File: src/rtl/csignal_arbiter_if.sv
// Handshake bundle between NREQ producers, the round-robin slot and one consumer.
// master = producers/consumer side, slave = the arbiter.
interface csignal_arbiter_if #(
  parameter int NREQ      = 4,
  parameter int datawidth = 8,
  parameter int idwidth   = 2,
  parameter int cntwidth  = 16
);
  logic [NREQ-1:0]           req;
  logic [NREQ*datawidth-1:0] req_data;
  logic [NREQ-1:0]           ack;
  logic                      output_en;
  logic                      output_rdy;
  logic [datawidth-1:0]      output_data;
  logic [idwidth-1:0]        output_src;
  logic [cntwidth-1:0]       post_count;

  modport master (
    output req, req_data, output_en,
    input  ack, output_rdy, output_data, output_src, post_count
  );

  modport slave (
    input  req, req_data, output_en,
    output ack, output_rdy, output_data, output_src, post_count
  );
endinterface

File: src/rtl/csignal_arbiter.sv
// Round-robin arbiter that funnels NREQ producers into one csignal slot
// with ready/enable consumer semantics and an accepted-signal counter.
module csignal_arbiter #(
  parameter int NREQ      = 4,
  parameter int datawidth = 8,
  parameter int idwidth   = 2,
  parameter int cntwidth  = 16
) (
  input  logic               clk,
  input  logic               reset,
  csignal_arbiter_if.slave   bus
);

  logic                 vld_p0;
  logic [datawidth-1:0] value_p0;
  logic [idwidth-1:0]   src_p0;
  logic [idwidth-1:0]   ptr_p0;
  logic [cntwidth-1:0]  count_p0;

  logic                 consume;
  logic                 can_accept;
  logic                 grant;
  logic                 found;
  logic [idwidth-1:0]   winner;
  logic [idwidth-1:0]   cand;
  logic [idwidth-1:0]   ptr_next;
  logic [datawidth-1:0] payload;
  logic [NREQ-1:0]      ack_vec;
  int                   scan;

  assign consume    = bus.output_en && vld_p0;
  assign can_accept = !vld_p0 || consume;
  assign grant      = can_accept && found && !reset;

  // Scan from ptr upward with an explicit wrap at NREQ so non-power-of-two
  // producer counts never land on a nonexistent index.
  always_comb begin
    found  = 1'b0;
    winner = '0;
    cand   = '0;
    scan   = 0;
    for (int k = 0; k < NREQ; k++) begin
      scan = int'(ptr_p0) + k;
      if (scan >= NREQ) scan = scan - NREQ;
      cand = idwidth'(scan);
      if (!found && bus.req[cand]) begin
        found  = 1'b1;
        winner = cand;
      end
    end
  end

  always_comb begin
    payload = '0;
    for (int i = 0; i < NREQ; i++) begin
      if (winner == idwidth'(i)) payload = bus.req_data[i*datawidth +: datawidth];
    end
  end

  assign ptr_next = (winner == idwidth'(NREQ-1)) ? '0 : winner + 1'b1;

  always_comb begin
    ack_vec = '0;
    if (grant) ack_vec[winner] = 1'b1;
  end

  // Slot register stage: capture on grant, otherwise drain on consume.
  always_ff @(posedge clk) begin
    if (reset) begin
      vld_p0   <= 1'b0;
      value_p0 <= '0;
      src_p0   <= '0;
      ptr_p0   <= '0;
      count_p0 <= '0;
    end else if (grant) begin
      vld_p0   <= 1'b1;
      value_p0 <= payload;
      src_p0   <= winner;
      ptr_p0   <= ptr_next;
      count_p0 <= count_p0 + cntwidth'(1);
    end else begin
      vld_p0   <= vld_p0 && !bus.output_en;
    end
  end

  assign bus.ack         = ack_vec;
  assign bus.output_rdy  = vld_p0;
  assign bus.output_data = value_p0;
  assign bus.output_src  = src_p0;
  assign bus.post_count  = count_p0;

endmodule

File: src/flat_wrapper.sv
// flat-port wrapper written by rule: the top's interface ports become plain ports
module csignal_arbiter_flat 
#(
  parameter int NREQ      = 4,
  parameter int datawidth = 8,
  parameter int idwidth   = 2,
  parameter int cntwidth  = 16
)
  (clk, reset, bus_req, bus_req_data, bus_output_en, bus_ack, bus_output_rdy, bus_output_data, bus_output_src, bus_post_count);
  csignal_arbiter_if #(.NREQ(NREQ), .datawidth(datawidth), .idwidth(idwidth), .cntwidth(cntwidth)) bus_i ();
  input  logic clk;
  input  logic reset;
  input wire logic [$bits(bus_i.req)-1:0] bus_req;
  input wire logic [$bits(bus_i.req_data)-1:0] bus_req_data;
  input wire logic [$bits(bus_i.output_en)-1:0] bus_output_en;
  output wire logic [$bits(bus_i.ack)-1:0] bus_ack;
  output wire logic [$bits(bus_i.output_rdy)-1:0] bus_output_rdy;
  output wire logic [$bits(bus_i.output_data)-1:0] bus_output_data;
  output wire logic [$bits(bus_i.output_src)-1:0] bus_output_src;
  output wire logic [$bits(bus_i.post_count)-1:0] bus_post_count;
  assign bus_i.req = bus_req;
  assign bus_i.req_data = bus_req_data;
  assign bus_i.output_en = bus_output_en;
  assign bus_ack = bus_i.ack;
  assign bus_output_rdy = bus_i.output_rdy;
  assign bus_output_data = bus_i.output_data;
  assign bus_output_src = bus_i.output_src;
  assign bus_post_count = bus_i.post_count;
  csignal_arbiter #(.NREQ(NREQ), .datawidth(datawidth), .idwidth(idwidth), .cntwidth(cntwidth)) u_core (.clk(clk), .reset(reset), .bus(bus_i));
endmodule
File: config.mk
export PLATFORM = sky130hd
export DESIGN_NAME = csignal_arbiter_flat
export DESIGN_NICKNAME = d
export VERILOG_FILES = /design/src/rtl/csignal_arbiter_if.sv /design/src/rtl/csignal_arbiter.sv /design/src/flat_wrapper.sv
export SDC_FILE = /design/constraint.sdc
export NUM_CORES = 1
export LEC_CHECK = 0
export CORE_UTILIZATION = 38
export CTS_BUF_LIST = sky130_fd_sc_hd__clkbuf_4 sky130_fd_sc_hd__clkbuf_8 sky130_fd_sc_hd__clkbuf_16
export DETAILED_ROUTE_END_ITERATION = 8
export PLACE_DENSITY = 0.86
export SYNTH_ARGS = -nofsm -noshare
export SYNTH_HDL_FRONTEND = slang
export SYNTH_SLANG_ARGS = --single-unit
export TNS_END_PERCENT = 10
File: constraint.sdc
create_clock -name clk -period 2.7 [get_ports clk]
set_input_delay 0.675 -clock clk [delete_from_list [all_inputs] [get_ports clk]]
set_output_delay 0.675 -clock clk [all_outputs]
set_load 0.01 [all_outputs]
==> results of run 1 <==
## cell type report
class | instances | area share
flip-flops and latches | 29 | 0.2276
inverters | 15 | 0.02207
repair buffers | 88 | 0.3188
clock buffers | 6 | 0.03237
multi-input cells | 137 | 0.3600
clock inverters | 2 | 0.01471
well taps | 50 | 0.02452
## layer usage
metal	routed length, um	vias to the layer above
li1	-	884
met4	99	0
met1	2098	856
met5	0	-
met3	172	11
met2	2562	47
## per-stage QoR
stage / hold slack (ps) / cells
floorplan: 455.1 / 195
global placement: 469.6 / 315
detailed placement: 476.5 / 315
CTS: 489.2 / 327
global route: 515.8 / 327
finish: 485.7 / 327
## Yosys cell counts (all sizes together), types with 2 or more instances
cell	count	area, um2
a21oi	33	165.2
dfxtp	29	580.6
inv	14	52.55
nand2	11	41.29
clkbuf	10	37.54
nand3	10	50.05
nor2	9	33.78
a211o	8	70.07
a221oi	8	70.07
or4	6	45.04
ha	5	62.56
o31ai	5	37.54
and2	4	25.02
buf	4	18.76
nor2b	4	25.02
nor3	4	20.02
mux2	3	33.78
nor4	3	18.77
o311ai	3	26.28
o41ai	3	26.28
or3	3	18.77
mux2i	2	20.02
nand2b	2	12.51
o21ai	2	10.01
xnor2	2	17.52
## worst max-delay path by stage
stage / depth (start not counted) / end / slack (ps) / startpoint
2_1_floorplan: 8 / bus_ack[2] / 70 / bus_req[2]
3_3_place_gp: 8 / bus_ack[0] / -600 / bus_req[0]
3_5_place_dp: 8 / bus_ack[0] / -620 / bus_req[0]
4_1_cts: 9 / bus_ack[0] / 3 / bus_req[2]
5_1_grt: 9 / bus_ack[3] / -30 / bus_req[1]
6_report: 9 / bus_ack[3] / 40 / bus_req[1]
## repair_timing
action / CTS / global route
endpoints found under the setup margin: 13 / 11
pin swaps: 1 / 1
buffers inserted: 4 / 0
resized for setup: 26 / 4
## power by group through the flow
| stage | sequential, W | combinational [W] | clock [W] |
|---|---|---|---|
| 5_1_grt | 0.000504 | 0.000471 | 0.000499 |
| 3_3_place_gp | 0.000505 | 0.000403 | 0 |
| 6_report | 0.000500 | 0.000437 | 0.000469 |
| 4_1_cts | 0.000499 | 0.000433 | 0.000475 |
| 3_5_place_dp | 0.000507 | 0.000410 | 0 |
| 2_1_floorplan | 0.000518 | 0.000198 | 0 |
## registers in the layout (all words and copies together) (netlist names)
signal and count:
u_core.bus.output_src 2, u_core.bus.output_rdy 1, u_core.bus.output_data 8, u_core.bus.post_count 16, u_core.ptr_p0 2
## critical path: stages
cell	delay, ps
clkdlybuf4s15_1	210
buf_4	160
a21oi_2	130
nor3_2	70
buf_4	140
buf_4	130
ha_1	200
and2_1	140
buf_2	130
## cells by family after synthesis
group / synth area share
AO/OA/AOI/OAI: 0.2818
XOR/XNOR: 0.01111
adder cells (fa/ha/maj): 0.03968
buffers and inverters: 0.07142
flip-flops: 0.3683
multiplexers: 0.03413
AND/OR/NAND/NOR: 0.1936
==> impl_metrics.tcl, run 1 <==
set metrics [dict create \
    hold_viol_final 0 \
    drive_gt1_frac 0.1552 \
    fin_area_um2 2551 \
    drtAntennaViolNets 0 \
    die_x_um 66.41 \
    timing.rr.end "u_core.bus.output_data[4]" \
    ys_ff_latch 29 \
    final_cell_mix "61 x clkdlybuf4s50_1, 31 x a21oi_1, 29 x dfxtp_1" \
    synthesis.nets 239 \
    slew_headroom 0.6491 \
    fin_skew_ps 10.12 \
    cts_made_buffers 5 \
    grtUsageMet1 0.2683 \
    htreeDepth 2 \
    syn_area_per_cell_um2 8.085 \
    clock_latency_ps 280 \
    min_to "u_core.bus.post_count[15]" \
    p_int_w 0.001007 \
    p_comb_frac 0.311 \
    port-buffer-count 69 \
    end_kind "primary output" \
    r2r_slack_ps 400 \
    synthArstFlopShare 0 \
    dieArea_um2 4410 \
    setup_tns_ps 0 \
    cts_hold_buf 0 \
    crit_type "in -> out" \
    layout_commonest_cell "clkdlybuf4s50_1" \
    clock_path_buffers 2 \
    vias_per_cell 5.498 \
    ios 70 \
    drv_slew 0 \
    synth_ff_type "dfxtp_1" \
    hold_path.class "reg -> reg" \
    synth-edff-count 0 \
    track_usage 0.2310 \
    grt_pass1_vias 1652 \
    cts.clk_slew.worst_paths_ps 60 \
    placed_cell_area_um2 2391 \
    ir_drop_uv 352.6 \
    gp_congestion 0.8305 \
    p_total_w 0.001406 \
    met3_usage 0.05517 \
    dieHeight_um 66.41 \
    pwr-share-seq 0.356 \
    pre_cts_ws_ps -621.4 \
    routed_wl_um 4932 \
    routedWlPerCell_um 15.08 \
    multi_input_area_um2 918.4 \
    crit_fanout 3 \
    p_leak_nw 1.000 \
    synth_warnings 0 \
    r2r_cells 10 \
    min_path_cells 2 \
    grt_max_degree 19 \
    fin_crit_ps 2663 \
    power_switching_w 0.0003990 \
    synthCells 195 \
    dr_total_vias 1798 \
    netlist_area_um2 1577 \
    required_ps 2030 \
    hold_path.startpoint "u_core.bus.post_count[15]" \
    fmax_mhz 375.4 \
    swShare 0.2839 \
    dpl.hpwl_um 3493 \
    area_growth_pct 61.83 \
    powerDensity_nw_per_um2 550.9 \
    core_um2 4000 \
    drt_iter0_drc 89 \
    drt-pass1-iter-count 4 \
    drv_cap 0 \
    cts.sinks 29 \
    clockPowerShare 0.334 \
    status "complete, no violations" \
    drc_errors 0 \
    min_period_over_period 0.9865 \
    grt_pass1_wl_um 7610 \
    finalWorstSetupSlack_ps 36.52 \
    rsz0062_at_grt "yes" \
    final_nets 320 \
    grt.overflow.total 0 \
    antenna_found_initial 0 \
    start_util 0.3941 \
    antenna_cells 0 \
    grt_busiest_layer "met2" \
    reg2reg_from "u_core.ptr_p0[1]" \
    fillers 337 \
    cts_tree "yes" \
    seqCellArea_um2 580.6 \
    start_kind "primary input" \
    grtUsageMet2 0.4082 \
    tightest_slew_ps 521.5 \
    num_rows 23 \
    synth_cell_types 34 \
    ys_seq_area_frac 0.3683 \
    finalSetupViolCount 0 \
    ctsRootBufferMaster "clkbuf_8" \
    fin_util 0.6378 \
    cp.arrival_ps 1990 \
]
(Power assumes the default switching activity.)
==> run 2, diff against run 1 <==
- CORE_UTILIZATION: 38 -> 45
- CTS_CLUSTER_DIAMETER: default -> 50
- PLACE_DENSITY: 0.86 -> 0.94
- clock period: 2.7 -> 3.4 ns (I/O delays scaled with it)
==> run 2 against run 1 <==
Net effect: combinational power down 22%; first-iteration DRC count did not move; routed wire length shrank 4.7%; flip-flop and latch count unchanged; core utilization is 10 points higher; power shrank 32%; worst hold slack got worse by 1.9 ps; register-to-register slack better by 760 ps; critical endpoint unchanged; largest cell class unchanged; largest power group unchanged.
==> impl_metrics.tcl, run 2 (same netlist as run 1, synthesis figures left out) <==
set metrics [dict create \
    clock_latency_ps 330 \
    grtUsageMet1 0.3173 \
    dp.cells 311 \
    r2r_cells 11 \
    gp_congestion 0.8438 \
    stdcell_count 318 \
    largest_reg_flops 16 \
    rsz0062_at_grt "yes" \
    final_cell_mix "62 x clkdlybuf4s50_1, 33 x a21oi_1, 29 x dfxtp_1" \
    dpl.hpwl_um 3471 \
    drive_gt1_frac 0.1103 \
    min_path_cells 2 \
    required_ps 2550 \
    grt.overflow.total 0 \
    fin_crit_ps 3362 \
    grt_max_degree 20 \
    final_nets 316 \
    antenna_cells 0 \
    die_x_um 61.19 \
    crit_fanout 4 \
    start_kind "primary input" \
    min_period_over_period 0.9889 \
    vias_per_cell 5.635 \
    slew_headroom 0.6372 \
    htreeDepth 2 \
    drv_cap 0 \
    finalSetupViolCount 0 \
    drv_slew 0 \
    port-buffer-count 69 \
    p_total_w 0.0009509 \
    clock_path_buffers 2 \
    p_leak_nw 0.9784 \
    met3_usage 0.05882 \
    cp.arrival_ps 2510 \
    core_um2 3337 \
    crit_type "in -> out" \
    layout_commonest_cell "clkdlybuf4s50_1" \
    fmax_mhz 297.4 \
    drt-pass1-iter-count 4 \
    area_growth_pct 56.19 \
    end_kind "primary output" \
    track_usage 0.2695 \
    cts_made_buffers 5 \
    ctsRootBufferMaster "clkbuf_4" \
    ir_drop_uv 239.3 \
    fin_skew_ps 10.39 \
    drtAntennaViolNets 0 \
    grt_busiest_layer "met2" \
    powerDensity_nw_per_um2 386.2 \
    reg2reg_from "u_core.ptr_p0[1]" \
    start_util 0.4724 \
    post_cts_buffers 0 \
    hold_path.startpoint "u_core.bus.output_src[1]" \
    r2r_slack_ps 1160 \
    routed_wl_um 4702 \
    cts_tree "yes" \
    dr_total_vias 1792 \
    ios 70 \
    antenna_found_initial 0 \
    drt_iter0_drc 89 \
    status "complete, no violations" \
    hold_path.class "reg -> reg" \
    cts.clk_slew.worst_paths_ps 90 \
    grt_pass1_vias 1640 \
    hold_viol_final 0 \
    dieHeight_um 61.19 \
    grt_pass1_wl_um 7265 \
    cts.sinks 29 \
    routedWlPerCell_um 14.79 \
    min_to "u_core.bus.output_src[1]" \
    drc_errors 0 \
    timing.rr.end "u_core.bus.output_data[6]" \
    tightest_slew_ps 540.9 \
    grtUsageMet2 0.4581 \
    num_rows 21 \
    dieArea_um2 3744 \
]
## run 2: changes by cell type in the layout (fill, tap and decap cells not counted), moves of 3 or more
cell and change:
buf_2 -3, clkbuf_4 +6, clkbuf_8 -5, buf_4 -4
## run 2: through the flow
step	setup slack [ps]	hold slack, ps	util	cell area (um2)	TNS, ps
after global placement	-248.6	459.7	0.7135	2381	-909.1
after CTS	6.506	487.8	0.7334	2447	0
final	37.57	483.8	0.7379	2462	0
after floorplan	224.5	455.1	-	1577	0
after global routing	-28.71	502.0	0.7379	2462	-39.73
after detailed placement	-309.5	470.7	0.7135	2381	-1220
## run 2: final cells by class
type / count / area [um2]
multi-input combinational: 137 / 903.4
clock buffer: 7 / 58.81
tap: 46 / 57.56
sequential: 29 / 580.6
fill: 262 / 874.6
timing repair buffer: 84 / 805.8
inverter: 15 / 56.30
## run 2: per-layer routing
metal  up-vias  wire [um]
li1        878          -
met1       854       1985
met2        50       2362
met3        10        239
met4         0        114
met5         -          0
## run 2: how the worst max path moves through the flow
stage                          start         end  slack (ps)
after global placement    bus_req[0]  bus_ack[2]        -250
after detailed placement  bus_req[1]  bus_ack[3]        -310
after CTS                 bus_req[1]  bus_ack[0]           7
after floorplan           bus_req[2]  bus_ack[3]         220
final                     bus_req[1]  bus_ack[3]          40
after global routing      bus_req[1]  bus_ack[3]         -30
## run 2: power by group
| group | switching (W) | internal (W) |
|---|---|---|
| combinational | 0.000153 | 0.000186 |
| clock | 0.000111 | 0.000105 |
| sequential | 0.0000241 | 0.000371 |
## run 2: worst max-delay path, stage by stage
cell,delay (ps)
clkdlybuf4s50_1,490
a21oi_1,60
o21a_1,190
o22ai_2,210
inv_1,100
ha_1,200
and2_1,130
dlygate4sd2_1,280
## run 2: timing repair
item,4_1_cts,5_1_grt
endpoints found under the setup margin,4,4
hold buffers,0,0
cloned,0,0
pin swaps,1,1
gates resized for setup,9,5
